`config.mk`:
```
export PLATFORM = sky130hd
export DESIGN_NAME = bcd_updown_counter
export DESIGN_NICKNAME = d
export VERILOG_FILES = /design/src/rtl/bcd_updown_counter.sv
export SDC_FILE = /design/constraint.sdc
export NUM_CORES = 1
export LEC_CHECK = 0
export CAP_MARGIN = 30
export CORE_UTILIZATION = 55
export CTS_BUF_LIST = sky130_fd_sc_hd__clkbuf_4 sky130_fd_sc_hd__clkbuf_8
export CTS_CLUSTER_DIAMETER = 100
export DETAILED_ROUTE_END_ITERATION = 6
export PLACE_DENSITY = 0.87
export SYNTH_ARGS = -nofsm -noshare
export SYNTH_HDL_FRONTEND = slang
export SYNTH_SLANG_ARGS = --single-unit
```
`constraint.sdc`:
```
create_clock -name clk -period 3.8 [get_ports clk]
set_input_delay 0.38 -clock clk [delete_from_list [all_inputs] [get_ports clk]]
set_output_delay 0.38 -clock clk [all_outputs]
set_load 0.01 [all_outputs]
```
`src/rtl/bcd_updown_counter.sv`:
```
// Synchronous multi-decade BCD up/down counter with load, clear, terminal count,
// wrap/saturate handling and a rejected-load flag. All decades share one clock.
module bcd_updown_counter #(
    parameter int DIGITS   = 4,
    parameter int SATURATE = 0
) (
    input  logic                  clk,
    input  logic                  rst,
    input  logic                  clr_i,
    input  logic                  load_i,
    input  logic [4*DIGITS-1:0]   load_val_i,
    input  logic                  en_i,
    input  logic                  up_i,
    output logic [4*DIGITS-1:0]   cnt_o,
    output logic                  tc_o,
    output logic                  wrap_o,
    output logic                  load_err_o
);

    localparam int              W      = 4 * DIGITS;
    localparam bit              SAT_EN = (SATURATE != 0);
    localparam logic [W-1:0]    MAX_C  = {DIGITS{4'd9}};
    localparam logic [W-1:0]    MIN_C  = {W{1'b0}};

    // True when every decade of v holds a legal BCD digit.
    function automatic logic bcd_valid(input logic [W-1:0] v);
        logic ok;
        ok = 1'b1;
        for (int k = 0; k < DIGITS; k++) begin
            if (v[4*k +: 4] > 4'd9) begin
                ok = 1'b0;
            end else begin
                ok = ok;
            end
        end
        return ok;
    endfunction

    // Ripple-free decimal increment; a decade moves only while all lower decades carry.
    function automatic logic [W-1:0] bcd_inc(input logic [W-1:0] v);
        logic         carry;
        logic [W-1:0] r;
        carry = 1'b1;
        r     = v;
        for (int k = 0; k < DIGITS; k++) begin
            if (carry) begin
                if (v[4*k +: 4] == 4'd9) begin
                    r[4*k +: 4] = 4'd0;
                end else begin
                    r[4*k +: 4] = v[4*k +: 4] + 4'd1;
                    carry       = 1'b0;
                end
            end else begin
                r[4*k +: 4] = v[4*k +: 4];
            end
        end
        return r;
    endfunction

    // Decimal decrement; a decade borrows only while all lower decades are zero.
    function automatic logic [W-1:0] bcd_dec(input logic [W-1:0] v);
        logic         borrow;
        logic [W-1:0] r;
        borrow = 1'b1;
        r      = v;
        for (int k = 0; k < DIGITS; k++) begin
            if (borrow) begin
                if (v[4*k +: 4] == 4'd0) begin
                    r[4*k +: 4] = 4'd9;
                end else begin
                    r[4*k +: 4] = v[4*k +: 4] - 4'd1;
                    borrow      = 1'b0;
                end
            end else begin
                r[4*k +: 4] = v[4*k +: 4];
            end
        end
        return r;
    endfunction

    logic [W-1:0] cnt_r;
    logic         wrap_r;
    logic         load_err_r;
    logic [W-1:0] cnt_nxt_s;
    logic         wrap_nxt_s;
    logic         load_err_nxt_s;
    logic         at_max_s;
    logic         at_min_s;

    assign at_max_s = (cnt_r == MAX_C);
    assign at_min_s = (cnt_r == MIN_C);

    // Terminal count looks only at enable/direction and the limits; forced low in reset.
    assign tc_o = rst & en_i & ((up_i & at_max_s) | (~up_i & at_min_s));

    // Next-state selection with priority clear > load > count > hold.
    always_comb begin
        cnt_nxt_s      = cnt_r;
        wrap_nxt_s     = 1'b0;
        load_err_nxt_s = 1'b0;
        if (clr_i) begin
            cnt_nxt_s = MIN_C;
        end else if (load_i) begin
            if (bcd_valid(load_val_i)) begin
                cnt_nxt_s = load_val_i;
            end else begin
                load_err_nxt_s = 1'b1;
            end
        end else if (en_i) begin
            if (up_i) begin
                if (at_max_s && SAT_EN) begin
                    cnt_nxt_s = cnt_r;
                end else begin
                    cnt_nxt_s  = bcd_inc(cnt_r);
                    wrap_nxt_s = at_max_s;
                end
            end else begin
                if (at_min_s && SAT_EN) begin
                    cnt_nxt_s = cnt_r;
                end else begin
                    cnt_nxt_s  = bcd_dec(cnt_r);
                    wrap_nxt_s = at_min_s;
                end
            end
        end else begin
            cnt_nxt_s = cnt_r;
        end
    end

    // Count and flag registers with asynchronous active-low reset.
    always_ff @(posedge clk or negedge rst) begin
        if (!rst) begin
            cnt_r      <= MIN_C;
            wrap_r     <= 1'b0;
            load_err_r <= 1'b0;
        end else begin
            cnt_r      <= cnt_nxt_s;
            wrap_r     <= wrap_nxt_s;
            load_err_r <= load_err_nxt_s;
        end
    end

    assign cnt_o      = cnt_r;
    assign wrap_o     = wrap_r;
    assign load_err_o = load_err_r;

endmodule

```
==> metrics.txt, run 1 <==
# TYPE chip_impl_metric gauge
chip_impl_info{name="outcome",value="completed"} 1
chip_impl_metric{name="clk-insertion-delay-late",unit="ns"} 0.30
chip_impl_metric{name="placeableCoreArea",unit="µm²"} 3030
chip_impl_info{name="critical_path_cell_by_cell",value="clkdlybuf4s50_1, nor2_1, nand4b_1, o22ai_1, and3_1, clkdlybuf4s50_1"} 1
chip_impl_metric{name="floorplan.die_area",unit="µm²"} 3390
chip_impl_metric{name="timing.critical_path.fanout_max",unit=""} 15
chip_impl_metric{name="syn_to_final_growth",unit="%"} 26.0
chip_impl_metric{name="synthDominantCellAreaShare",unit=""} 0.259
chip_impl_metric{name="start_util",unit=""} 0.574
chip_impl_metric{name="drt-total-wl",unit="µm"} 4350
chip_impl_metric{name="cp_data_arrival_time",unit="ns"} 2.53
chip_impl_info{name="synth_area_leaders",value="sky130_fd_sc_hd__dfrtp_1 26%, sky130_fd_sc_hd__ha_1 9.4%, sky130_fd_sc_hd__o21ai_0 4.3%"} 1
chip_impl_metric{name="async_reset_ff_frac",unit=""} 1.00
chip_impl_metric{name="cp_num_buf_inv",unit=""} 2
chip_impl_metric{name="critical_path_required",unit="ns"} 3.42
chip_impl_metric{name="count_of_different_cell_masters_after_synthesis",unit=""} 54
chip_impl_info{name="cell_repeated_most_along_the_worst_path",value="sky130_fd_sc_hd__clkdlybuf4s50_1"} 1
chip_impl_info{name="synthFlopType",value="sky130_fd_sc_hd__dfrtp_1"} 1
chip_impl_metric{name="timing.clock.skew",unit="ns"} 0.00932
chip_impl_metric{name="detailed_place.area",unit="µm²"} 2170
chip_impl_metric{name="grtUsageTotal",unit=""} 0.282
chip_impl_metric{name="cts.reportedPaths.clkPinSlew",unit="ns"} 0.11
chip_impl_metric{name="ratio_of_cells_with_drive_above_1_in_the_final_layout",unit=""} 0.0763
chip_impl_metric{name="cts.hold.buffers_added",unit=""} 0
chip_impl_metric{name="cap_violations",unit=""} 0
chip_impl_metric{name="gpl.final_weighted_congestion",unit=""} 0.888
chip_impl_metric{name="slew_viol_final",unit=""} 0
chip_impl_metric{name="vdd_drop_max",unit="V"} 0.000212
chip_impl_metric{name="drcViolationCount",unit=""} 0
chip_impl_metric{name="die_w",unit="µm"} 58.2
chip_impl_metric{name="avgRoutedWirePerCell",unit="µm"} 14.8
chip_impl_metric{name="dp_hpwl",unit="µm"} 3250
chip_impl_metric{name="vias",unit=""} 1741
chip_impl_info{name="worstSetupStartpointType",value="primary input"} 1
chip_impl_metric{name="antenna_violating_nets_post_route",unit=""} 0
chip_impl_metric{name="hold_violations",unit=""} 0
chip_impl_metric{name="synth.avg_cell_area",unit="µm²"} 8.17
chip_impl_info{name="timing_worst_setup_path_type",value="primary input to primary output"} 1
chip_impl_metric{name="setup_violations",unit=""} 0
chip_impl_metric{name="setup_tns",unit="ns"} 0
chip_impl_metric{name="vias_in_the_first_global_route",unit=""} 1555
chip_impl_metric{name="first_pass_iters",unit=""} 5
chip_impl_metric{name="top_level_ports",unit=""} 41
chip_impl_metric{name="avgViaCountPerCell",unit=""} 5.94
chip_impl_metric{name="globalRouteOverflowTotal",unit=""} 0
chip_impl_metric{name="dieHeight",unit="µm"} 58.2
chip_impl_metric{name="regToRegSetupSlack",unit="ns"} 1.65
chip_impl_metric{name="std_cell_rows",unit=""} 20
chip_impl_metric{name="ys_seq_elements",unit=""} 18
chip_impl_metric{name="drt-initial-drc-count",unit=""} 156
chip_impl_metric{name="share_of_synthesized_area_occupied_by_flip_flops_and_latches",unit=""} 0.259
chip_impl_metric{name="cts_setup_buffers",unit=""} 0
chip_impl_metric{name="fmax",unit="MHz"} 344
chip_impl_metric{name="cts_buffer_depth",unit=""} 2
chip_impl_metric{name="tritoncts.num_buffers",unit=""} 3
chip_impl_info{name="slowest_cell_on_crit_path",value="sky130_fd_sc_hd__clkdlybuf4s50_1"} 1
chip_impl_metric{name="power.static_leakage",unit="nW"} 0.911
chip_impl_metric{name="largest_net_degree_at_the_start_of_global_routing",unit=""} 20
chip_impl_metric{name="number_of_enable_type_register_cells_in_the_synthesized_netlist",unit=""} 0
chip_impl_metric{name="total_number_of_nets_in_the_final_design",unit=""} 286
chip_impl_info{name="grt_setup_unrepaired",value="no"} 1
chip_impl_metric{name="antenna_cells_inserted",unit=""} 0
chip_impl_metric{name="postLayoutCellArea",unit="µm²"} 2190
chip_impl_metric{name="post_synthesis_cell_area",unit="µm²"} 1740
chip_impl_info{name="netlist_top_cells_count",value="18 x sky130_fd_sc_hd__dfrtp_1, 18 x sky130_fd_sc_hd__nor2_1, 17 x sky130_fd_sc_hd__nand2_1"} 1
chip_impl_metric{name="global_route_wire_length_before_repair",unit="µm"} 7360
chip_impl_metric{name="level_count_of_the_clock_h_tree",unit=""} 1
chip_impl_metric{name="port-buffer-count",unit=""} 40
chip_impl_metric{name="post-route-min-period",unit="ns"} 2.91
chip_impl_metric{name="numClockSinks",unit=""} 18
chip_impl_metric{name="synthesis.yosys.warnings",unit=""} 0
chip_impl_metric{name="power_per_cell_area",unit="nW/µm²"} 327
chip_impl_metric{name="ratio_of_final_minimum_period_to_clock_period",unit=""} 0.766
chip_impl_info{name="critical_path.top_delay_family",value="buffers and inverters"} 1
chip_impl_metric{name="final.setup.worst_slack",unit="ns"} 0.891
chip_impl_metric{name="synth_fp_nets",unit=""} 248
chip_impl_metric{name="tightest_slew",unit="ns"} 0.537
chip_impl_info{name="synth.largest_area_cell",value="sky130_fd_sc_hd__dfrtp_1"} 1
chip_impl_metric{name="gate_count_post_synth",unit=""} 213
chip_impl_info{name="worst_setup_path_end_kind",value="primary output"} 1
chip_impl_metric{name="timing.max_slew.rel_slack",unit=""} 0.640
chip_impl_metric{name="place_ws",unit="ns"} 0.942
chip_impl_info{name="tritoncts",value="yes"} 1
chip_impl_metric{name="antenna_found_initial",unit=""} 0
chip_impl_metric{name="number_of_cells_upsized_or_downsized_after_cts",unit=""} 0
chip_impl_info{name="cts_root_buf",value="sky130_fd_sc_hd__clkbuf_4"} 1
chip_impl_metric{name="critical-path-max-stage-delay",unit="ns"} 0.68
chip_impl_info{name="hold_class",value="primary input to asynchronous set/reset pin"} 1
[cell type report]
cell class,count,area (µm²)
fillers,248,837
multi-input cells,170,1180
clock buffers,3,22.5
repair buffers,43,423
inverters,15,56.3
well taps,44,55.1
flip-flops and latches,18,450
[state kept, by name, indices dropped and copies added, names as in the netlist]
name,cells
wrap_o,1
load_err_o,1
cnt_o,16
[power breakdown]
part	switching, mW	total [mW]	internal, mW
registers	0.0562	0.274	0.217
logic	0.163	0.344	0.181
clock network	0.0616	0.0985	0.0370
total	0.281	0.716	0.435
[cells in the final DEF (no fill, tap or decap), drive strengths merged, types with 3 or more instances in the layout]
master / instances
mux2i: 3
clkdlybuf4s50: 40
o211ai: 3
nor3: 3
a311oi: 3
nor2: 18
nor3b: 4
nand2b: 5
buf: 3
ha: 13
a31oi: 3
o21ai: 15
o41ai: 3
clkbuf: 3
o21bai: 3
a21oi: 10
nor2b: 4
nand2: 17
dfrtp: 18
inv: 15
nand3: 11
and3: 4
mux2: 8
nand3b: 6
[worst register-to-register path, stage by stage, from the launching register on]
cell,delay [ns]
sky130_fd_sc_hd__dfrtp_1,0.48
sky130_fd_sc_hd__inv_1,0.12
sky130_fd_sc_hd__ha_1,0.23
sky130_fd_sc_hd__nor3b_4,0.24
sky130_fd_sc_hd__nand4b_1,0.17
sky130_fd_sc_hd__a31oi_1,0.41
sky130_fd_sc_hd__mux2_2,0.39
[through the flow]
stage	cells	utilization	total power [mW]	hold WS [ns]
finish	293	0.724	0.716	0.406
global route	293	0.724	0.771	0.413
CTS	293	0.724	0.713	0.425
detailed placement	290	0.716	0.616	0.618
global placement	290	0.716	0.607	0.623
floorplan	213	-	0.485	0.0844
[kinds of logic after synthesis]
group	Yosys count	share of synthesized area
AO/OA/AOI/OAI	65	0.263
buffers and inverters	25	0.0604
multiplexers	11	0.0734
flip-flops	18	0.259
adder cells (fa/ha/maj)	13	0.0935
AND/OR/NAND/NOR	81	0.250
[per-layer routing]
| metal | track usage | vias to the layer above | wire length [µm] |
|---|---|---|---|
| li1 | - | 862 | - |
| met1 | 0.411 | 819 | 2060 |
| met2 | 0.440 | 55 | 2040 |
| met3 | 0.0357 | 5 | 220 |
| met4 | 0.0748 | 0 | 31 |
| met5 | 0 | - | 0 |
[final timing paths]
check	start	to	cells after the start
worst max register to register	cnt_o[0]$_DFFE_PN0P_	cnt_o[11]$_DFFE_PN0P_	6
worst max-delay path	up_i	tc_o	6
min in group clk	cnt_o[1]$_DFFE_PN0P_	cnt_o[1]$_DFFE_PN0P_	2
worst min register to register	cnt_o[1]$_DFFE_PN0P_	cnt_o[1]$_DFFE_PN0P_	2
worst min-delay path	rst	cnt_o[2]$_DFFE_PN0P_	2
max in group asynchronous	rst	cnt_o[0]$_DFFE_PN0P_	2
(Power assumes the default switching activity.)
==> run 2, diff against run 1 <==
- CORE_UTILIZATION: 55 -> 47
- PLACE_DENSITY: 0.87 -> 0.79
- clock period: 3.8 -> 2.35 ns (I/O delays scaled with it)
==> run 2 against run 1 <==
Net effect:
- register-to-register slack lost 1.3 ns
- hold slack got worse by 0.0061 ns
- via count up 8.3%
- global-route usage fell by 2.1 points
- worst setup slack got worse by 0.73 ns
- critical path depth stayed put
- wire length up 10%
- total power rose by 86%
- clock power grew to 2.6 times the previous value
- non-clock buffer count is 27 higher
==> metrics.txt, run 2 (synthesized netlist as in run 1, its figures left out) <==
# TYPE chip_impl_metric gauge
chip_impl_metric{name="slew_viol_final",unit=""} 0
chip_impl_info{name="crit-reg2reg-launch",value="cnt_o[0]$_DFFE_PN0P_"} 1
chip_impl_info{name="layout_common_cells",value="39 x sky130_fd_sc_hd__clkdlybuf4s50_1, 30 x sky130_fd_sc_hd__buf_4, 18 x sky130_fd_sc_hd__nor2_1, 17 x sky130_fd_sc_hd__nand2_1, 17 x sky130_fd_sc_hd__dfrtp_1"} 1
chip_impl_metric{name="numClockSinks",unit=""} 18
chip_impl_metric{name="globalRouteOverflowTotal",unit=""} 0
chip_impl_info{name="worst_setup_path_end_kind",value="primary output"} 1
chip_impl_metric{name="total_number_of_nets_in_the_final_design",unit=""} 313
chip_impl_metric{name="antenna_violating_nets_post_route",unit=""} 0
chip_impl_metric{name="post-route-min-period",unit="ns"} 2.19
chip_impl_metric{name="depth_of_the_worst_register_to_register_path",unit=""} 8
chip_impl_metric{name="port-buffer-count",unit=""} 40
chip_impl_metric{name="critical_path_required",unit="ns"} 2.12
chip_impl_metric{name="count_of_fill_cells_added_during_filler_insertion",unit=""} 273
chip_impl_metric{name="grtUsageTotal",unit=""} 0.261
chip_impl_metric{name="vdd_drop_max",unit="V"} 0.000401
chip_impl_metric{name="clk-insertion-delay-late",unit="ns"} 0.26
chip_impl_metric{name="switching_power",unit="mW"} 0.478
chip_impl_info{name="grt_setup_unrepaired",value="no"} 1
chip_impl_metric{name="dp_hpwl",unit="µm"} 3640
chip_impl_metric{name="antenna_cells_inserted",unit=""} 0
chip_impl_info{name="hold_class",value="primary input to asynchronous set/reset pin"} 1
chip_impl_metric{name="power.static_leakage",unit="nW"} 1.06
chip_impl_metric{name="avgViaCountPerCell",unit=""} 5.84
chip_impl_metric{name="fmax",unit="MHz"} 458
chip_impl_metric{name="timing.clock.skew",unit="ns"} 0.00774
chip_impl_metric{name="global_route_wire_length_before_repair",unit="µm"} 8320
chip_impl_metric{name="timing.max_slew.rel_slack",unit=""} 0.628
chip_impl_metric{name="drt-total-wl",unit="µm"} 4790
chip_impl_metric{name="cts_buffer_depth",unit=""} 2
chip_impl_metric{name="ratio_of_cells_with_drive_above_1_in_the_final_layout",unit=""} 0.177
chip_impl_info{name="timing_worst_setup_path_type",value="flop to primary output"} 1
chip_impl_metric{name="placeableCoreArea",unit="µm²"} 3440
chip_impl_metric{name="ratio_of_final_minimum_period_to_clock_period",unit=""} 0.930
chip_impl_metric{name="level_count_of_the_clock_h_tree",unit=""} 1
chip_impl_metric{name="hold_violations",unit=""} 0
chip_impl_metric{name="p_comb_frac",unit=""} 0.499
chip_impl_metric{name="setup_violations",unit=""} 0
chip_impl_metric{name="power_frac_clock",unit=""} 0.192
chip_impl_info{name="tritoncts",value="yes"} 1
chip_impl_metric{name="antenna_found_initial",unit=""} 0
chip_impl_info{name="reg_to_reg_critical_path_endpoint",value="cnt_o[13]$_DFFE_PN0P_"} 1
chip_impl_metric{name="setup_tns",unit="ns"} 0
chip_impl_metric{name="largest_net_degree_at_the_start_of_global_routing",unit=""} 19
chip_impl_metric{name="regToRegSetupSlack",unit="ns"} 0.34
chip_impl_metric{name="power.switching_fraction",unit=""} 0.358
chip_impl_metric{name="avgRoutedWirePerCell",unit="µm"} 14.8
chip_impl_metric{name="internal_power_of_the_cells",unit="mW"} 0.855
chip_impl_metric{name="dieHeight",unit="µm"} 62.8
chip_impl_metric{name="gpl.final_weighted_congestion",unit=""} 0.875
chip_impl_metric{name="start_util",unit=""} 0.505
chip_impl_metric{name="drt-initial-drc-count",unit=""} 197
chip_impl_metric{name="cap_violations",unit=""} 0
chip_impl_info{name="worstSetupStartpointType",value="flop"} 1
chip_impl_info{name="outcome",value="completed"} 1
chip_impl_metric{name="tightest_slew",unit="ns"} 0.556
chip_impl_metric{name="tritoncts.num_buffers",unit=""} 3
chip_impl_metric{name="cp_data_arrival_time",unit="ns"} 1.95
chip_impl_metric{name="drcViolationCount",unit=""} 0
chip_impl_metric{name="floorplan.die_area",unit="µm²"} 3950
chip_impl_metric{name="top_level_ports",unit=""} 41
chip_impl_metric{name="power.share.sequential",unit=""} 0.309
chip_impl_metric{name="largest_register_ff_count",unit=""} 16
chip_impl_metric{name="std_cell_rows",unit=""} 21
chip_impl_metric{name="cts.reportedPaths.clkPinSlew",unit="ns"} 0.07
chip_impl_metric{name="power_per_cell_area",unit="nW/µm²"} 548
chip_impl_metric{name="vias",unit=""} 1885
chip_impl_metric{name="syn_to_final_growth",unit="%"} 39.8
chip_impl_metric{name="timing.critical_path.fanout_max",unit=""} 8
chip_impl_metric{name="die_w",unit="µm"} 62.8
chip_impl_metric{name="vias_in_the_first_global_route",unit=""} 1816
chip_impl_metric{name="first_pass_iters",unit=""} 4
chip_impl_info{name="layout_commonest_cell",value="sky130_fd_sc_hd__clkdlybuf4s50_1"} 1
chip_impl_info{name="cts_root_buf",value="sky130_fd_sc_hd__clkbuf_8"} 1
chip_impl_metric{name="report.power.total",unit="mW"} 1.33
-- run 2: what timing repair did --
action	in CTS	in global routing
resized for setup	3	0
setup endpoints to repair	1	0
setup buffers	5	0
hold buffers	0	0
-- run 2: worst max-delay path: stages, from the launching register on --
cell and delay [ns]:
sky130_fd_sc_hd__dfrtp_1 0.49, sky130_fd_sc_hd__ha_1 0.21, sky130_fd_sc_hd__and3b_1 0.22, sky130_fd_sc_hd__nand3_1 0.13
sky130_fd_sc_hd__o22ai_1 0.18, sky130_fd_sc_hd__and3_1 0.20, sky130_fd_sc_hd__dlygate4sd2_1 0.26
-- run 2: layer usage --
| metal | share of wire | up-vias | GRT usage | wire (µm) |
|---|---|---|---|---|
| li1 | - | 921 | - | - |
| met1 | 0.45 | 883 | 0.352 | 2160 |
| met2 | 0.48 | 72 | 0.432 | 2290 |
| met3 | 0.056 | 9 | 0.0365 | 269 |
| met4 | 0.012 | 0 | 0.0727 | 59 |
| met5 | 0 | - | 0 | 0 |
-- run 2: power groups by stage --
stage / clock network, mW / registers (mW) / logic (mW)
final: 0.256 / 0.412 / 0.665
after global routing: 0.275 / 0.421 / 0.735
after global placement: 0 / 0.421 / 0.622
after detailed placement: 0 / 0.422 / 0.630
after CTS: 0.261 / 0.411 / 0.660
after floorplan: 0 / 0.438 / 0.347
-- run 2: cell type report --
class / count / area, µm² / area share
clock buffer: 4 / 55.1 / 0.0226
sequential: 18 / 452 / 0.186
multi-input combinational: 170 / 1190 / 0.488
timing repair buffer: 70 / 624 / 0.257
inverter: 15 / 56.3 / 0.0232
tap: 46 / 57.6 / 0.0237
-- run 2: how the worst max path moves through the flow --
stage | slack, ns | to | start | cells past startpoint
CTS | 0.20 | tc_o | cnt_o[13]$_DFFE_PN0P_ | 7
finish | 0.16 | tc_o | cnt_o[4]$_DFFE_PN0P_ | 6
detailed placement | 0.06 | tc_o | up_i | 6
global route | 0.06 | tc_o | cnt_o[0]$_DFFE_PN0P_ | 7
floorplan | 0.37 | cnt_o[12]$_DFFE_PN0P_ | cnt_o[0]$_DFFE_PN0P_ | 7
global placement | 0.07 | tc_o | up_i | 6
-- run 2: stage by stage --
stage	worst slack [ns]	hold WS (ns)	utilization	instance area, µm²	std cells
finish	0.165	0.400	0.706	2430	323
global route	0.0571	0.435	0.706	2430	323
CTS	0.198	0.411	0.706	2430	323
detailed placement	0.0613	0.585	0.679	2340	314
global placement	0.0658	0.573	0.679	2340	314
floorplan	0.369	-0.0606	-	1740	213
==> run 3, diff against run 2 <==
--- a/config.mk
+++ b/config.mk
@@ -6,4 +6,5 @@
 export NUM_CORES = 1
 export LEC_CHECK = 0
+export ABC_AREA = 1
 export CAP_MARGIN = 30
 export CORE_UTILIZATION = 47
@@ -11,5 +12,5 @@
 export CTS_CLUSTER_DIAMETER = 100
 export DETAILED_ROUTE_END_ITERATION = 6
-export PLACE_DENSITY = 0.79
+export PLACE_DENSITY = 0.74
 export SYNTH_ARGS = -nofsm -noshare
 export SYNTH_HDL_FRONTEND = slang
==> constraint.sdc (replaced) <==
create_clock -name clk -period 2.35 [get_ports clk]
set_input_delay 0.3525 -clock clk [delete_from_list [all_inputs] [get_ports clk]]
set_output_delay 0.3525 -clock clk [all_outputs]
set_load 0.01 [all_outputs]
==> run 3 against run 2 <==
Net effect:
- sequential power about the same
- synthesized cell count up 45%
- cell count up 28%
- register-to-register slack better by 0.30 ns
- worst setup slack better by 0.017 ns
- clock power up 7.8%
- count of clock-buffer cells in the layout unchanged
- maximum frequency up 0.76%
- hold slack better by 0.054 ns
- critical endpoint unchanged
- highest routed layer unchanged
==> metrics.txt, run 3 <==
# TYPE chip_impl_metric gauge
chip_impl_info{name="outcome",value="completed"} 1
chip_impl_metric{name="slew_viol_final",unit=""} 0
chip_impl_metric{name="synth_fp_nets",unit=""} 343
chip_impl_metric{name="numClockSinks",unit=""} 18
chip_impl_metric{name="port-buffer-count",unit=""} 40
chip_impl_metric{name="largest_net_degree_at_the_start_of_global_routing",unit=""} 19
chip_impl_metric{name="synth.avg_cell_area",unit="µm²"} 5.95
chip_impl_metric{name="share_of_synthesized_area_occupied_by_flip_flops_and_latches",unit=""} 0.246
chip_impl_info{name="timing_worst_setup_path_type",value="flop to primary output"} 1
chip_impl_metric{name="count_of_fill_cells_added_during_filler_insertion",unit=""} 375
chip_impl_info{name="crit-reg2reg-launch",value="cnt_o[0]$_DFFE_PN0P_"} 1
chip_impl_metric{name="power.static_leakage",unit="nW"} 1.31
chip_impl_metric{name="async_reset_ff_frac",unit=""} 1.00
chip_impl_metric{name="drt-total-wl",unit="µm"} 4940
chip_impl_metric{name="power_per_cell_area",unit="nW/µm²"} 552
chip_impl_metric{name="cap_violations",unit=""} 0
chip_impl_metric{name="total_number_of_nets_in_the_final_design",unit=""} 402
chip_impl_metric{name="ys_seq_elements",unit=""} 18
chip_impl_metric{name="drcViolationCount",unit=""} 0
chip_impl_metric{name="first_pass_iters",unit=""} 4
chip_impl_metric{name="timing.critical_path.fanout_max",unit=""} 7
chip_impl_info{name="hold_class",value="primary input to asynchronous set/reset pin"} 1
chip_impl_metric{name="post_synthesis_cell_area",unit="µm²"} 1830
chip_impl_info{name="synth_area_leaders",value="sky130_fd_sc_hd__dfrtp_1 25%, sky130_fd_sc_hd__nand2_1 24%, sky130_fd_sc_hd__nand3_1 9.0%"} 1
chip_impl_metric{name="antenna_violating_nets_post_route",unit=""} 0
chip_impl_metric{name="antenna_found_initial",unit=""} 0
chip_impl_info{name="synth.largest_area_cell",value="sky130_fd_sc_hd__dfrtp_1"} 1
chip_impl_metric{name="cp_data_arrival_time",unit="ns"} 1.82
chip_impl_info{name="combinational_family_with_the_most_area_after_synthesis",value="simple AND/OR/NAND/NOR gates"} 1
chip_impl_metric{name="ratio_of_cells_with_drive_above_1_in_the_final_layout",unit=""} 0.139
chip_impl_metric{name="top_level_ports",unit=""} 41
chip_impl_metric{name="gate_count_post_synth",unit=""} 308
chip_impl_metric{name="tightest_slew",unit="ns"} 0.364
chip_impl_info{name="worst_setup_path_end_kind",value="primary output"} 1
chip_impl_metric{name="post-route-min-period",unit="ns"} 2.17
chip_impl_metric{name="vias",unit=""} 2108
chip_impl_metric{name="timing.clock.skew",unit="ns"} 0.00757
chip_impl_metric{name="die_w",unit="µm"} 64.5
chip_impl_metric{name="largest_register_ff_count",unit=""} 16
chip_impl_metric{name="synthesis.yosys.warnings",unit=""} 0
chip_impl_metric{name="placeableCoreArea",unit="µm²"} 3690
chip_impl_info{name="worst_setup_path_startpoint",value="cnt_o[0]$_DFFE_PN0P_"} 1
chip_impl_metric{name="hold_violations",unit=""} 0
chip_impl_metric{name="avgViaCountPerCell",unit=""} 5.09
chip_impl_info{name="cts_root_buf",value="sky130_fd_sc_hd__clkbuf_8"} 1
chip_impl_metric{name="dieHeight",unit="µm"} 64.5
chip_impl_metric{name="vdd_drop_max",unit="V"} 0.000305
chip_impl_info{name="tritoncts",value="yes"} 1
chip_impl_metric{name="count_of_different_cell_masters_after_synthesis",unit=""} 23
chip_impl_metric{name="vias_in_the_first_global_route",unit=""} 1857
chip_impl_info{name="netlist_top_cells_count",value="118 x sky130_fd_sc_hd__nand2_1, 34 x sky130_fd_sc_hd__nor2_1, 33 x sky130_fd_sc_hd__nand3_1"} 1
chip_impl_metric{name="number_of_enable_type_register_cells_in_the_synthesized_netlist",unit=""} 0
chip_impl_info{name="worstSetupStartpointType",value="flop"} 1
chip_impl_metric{name="critical-path-max-stage-delay",unit="ns"} 0.46
chip_impl_metric{name="critical_path_required",unit="ns"} 2.00
chip_impl_info{name="yosysMostFrequentCell",value="sky130_fd_sc_hd__nand2_1"} 1
chip_impl_metric{name="start_util",unit=""} 0.497
chip_impl_metric{name="tritoncts.num_buffers",unit=""} 3
chip_impl_metric{name="level_count_of_the_clock_h_tree",unit=""} 1
chip_impl_info{name="synthFlopType",value="sky130_fd_sc_hd__dfrtp_1"} 1
chip_impl_metric{name="synth-adder-area-share",unit=""} 0.0887
chip_impl_metric{name="floorplan.die_area",unit="µm²"} 4150
chip_impl_metric{name="avgRoutedWirePerCell",unit="µm"} 11.9
chip_impl_metric{name="yosys.area_share.xor_xnor",unit=""} 0.00478
chip_impl_metric{name="clk-insertion-delay-late",unit="ns"} 0.27
chip_impl_info{name="layout_commonest_cell",value="sky130_fd_sc_hd__nand2_1"} 1
chip_impl_metric{name="cts.reportedPaths.clkPinSlew",unit="ns"} 0.08
chip_impl_metric{name="gpl.final_weighted_congestion",unit=""} 0.886
chip_impl_info{name="slowest_cell_on_crit_path",value="sky130_fd_sc_hd__dfrtp_2"} 1
chip_impl_info{name="critical_path_cell_by_cell",value="inv_1, ha_2, nand3_2, inv_1, nand3_1, nand2_1, nand3_1, nor2_1, clkbuf_2"} 1
chip_impl_metric{name="report.power.total",unit="mW"} 1.36
chip_impl_metric{name="simple_gate_share_of_the_synthesized_area",unit=""} 0.483
chip_impl_metric{name="grtUsageTotal",unit=""} 0.255
chip_impl_metric{name="cp_num_buf_inv",unit=""} 3
chip_impl_metric{name="cts.hold.buffers_added",unit=""} 0
chip_impl_metric{name="global_route_wire_length_before_repair",unit="µm"} 8270
chip_impl_metric{name="post-route-util",unit=""} 0.670
chip_impl_metric{name="globalRouteOverflowTotal",unit=""} 0
chip_impl_metric{name="antenna_cells_inserted",unit=""} 0
chip_impl_metric{name="setup_violations",unit=""} 0
chip_impl_metric{name="setup_tns",unit="ns"} 0
chip_impl_metric{name="syn_to_final_growth",unit="%"} 34.7
chip_impl_metric{name="drt-initial-drc-count",unit=""} 172
chip_impl_metric{name="std_cell_rows",unit=""} 22
chip_impl_info{name="grt_setup_unrepaired",value="no"} 1
chip_impl_metric{name="synth.mux.area_fraction",unit=""} 0
chip_impl_metric{name="dp_hpwl",unit="µm"} 3840
chip_impl_metric{name="synth_compound_gate_area_share",unit=""} 0.0881
chip_impl_metric{name="fmax",unit="MHz"} 461
chip_impl_info{name="layout_common_cells",value="118 x sky130_fd_sc_hd__nand2_1, 39 x sky130_fd_sc_hd__clkdlybuf4s50_1, 33 x sky130_fd_sc_hd__nand3_1, 32 x sky130_fd_sc_hd__nor2_1, 27 x sky130_fd_sc_hd__inv_1"} 1
chip_impl_metric{name="ratio_of_final_minimum_period_to_clock_period",unit=""} 0.923
chip_impl_metric{name="synthDominantCellAreaShare",unit=""} 0.246
chip_impl_info{name="critical_path.top_delay_family",value="simple AND/OR/NAND/NOR gates"} 1
chip_impl_metric{name="cts_buffer_depth",unit=""} 2
chip_impl_metric{name="timing.max_slew.rel_slack",unit=""} 0.756
==> run 3: cell types whose count changed in the layout (fill, tap and decap cells not counted), sizes merged, moves of 8 or more <==
| cell | change |
|---|---|
| nor2 | +20 |
| inv | +20 |
| buf | -10 |
| mux2 | -8 |
| nand2 | +103 |
| nand3 | +27 |
==> run 3: repair_timing <==
item                       in CTS  in global routing
pin swaps                       0                  0
setup endpoints to repair       1                  1
gates cloned                    0                  0
buffers inserted                0                  0
resized for setup               3                  5
==> run 3: worst paths after layout <==
kind / end / slack, ns / depth (start not counted)
max: tc_o / 0.18 / 9
min: cnt_o[10]$_DFFE_PN0P_ / 0.45 / 2
max reg2reg: cnt_o[12]$_DFFE_PN0P_ / 0.64 / 10
min reg2reg: cnt_o[5]$_DFFE_PN0P_ / 0.60 / 3
max in group asynchronous: cnt_o[0]$_DFFE_PN0P_ / 1.67 / 2
min in group clk: cnt_o[5]$_DFFE_PN0P_ / 0.60 / 3
==> run 3: metal layers <==
metal	wire length, µm	track usage	up-vias
met2	2310	0.429	66
li1	-	-	1093
met1	2330	0.337	942
met3	241	0.0282	7
met4	59	0.0861	0
met5	0	0	-
==> run 3: per-stage QoR <==
step                hold WS (ns)  worst slack [ns]  area (µm²)  std cells
floorplan                 0.0569             0.606        1830        308
global placement           0.566           -0.0449        2410        410
detailed placement         0.576           -0.0815        2410        410
CTS                        0.469            0.0731        2470        414
global route               0.481            0.0409        2470        414
finish                     0.454             0.182        2470        414
==> run 3: logic make-up after synthesis <==
group,Yosys count
xor+xnor,1
buf+inv,41
compound gates,30
simple gates,205
fa+ha+maj,13
flops,18
==> run 3: layout make-up <==
cell class | instances | area, µm² | share of cell area
Clock buffer | 4 | 55.1 | 0.0223
Multi-Input combinational cell | 249 | 1230 | 0.496
Inverter | 35 | 131 | 0.0532
Sequential cell | 18 | 452 | 0.183
Timing Repair Buffer | 60 | 546 | 0.221
Tap cell | 48 | 60.1 | 0.0243
==> run 3: power breakdown <==
| group | total (mW) | switching [mW] | internal [mW] |
|---|---|---|---|
| logic | 0.678 | 0.372 | 0.306 |
| registers | 0.409 | 0.0548 | 0.354 |
| clock network | 0.276 | 0.127 | 0.150 |
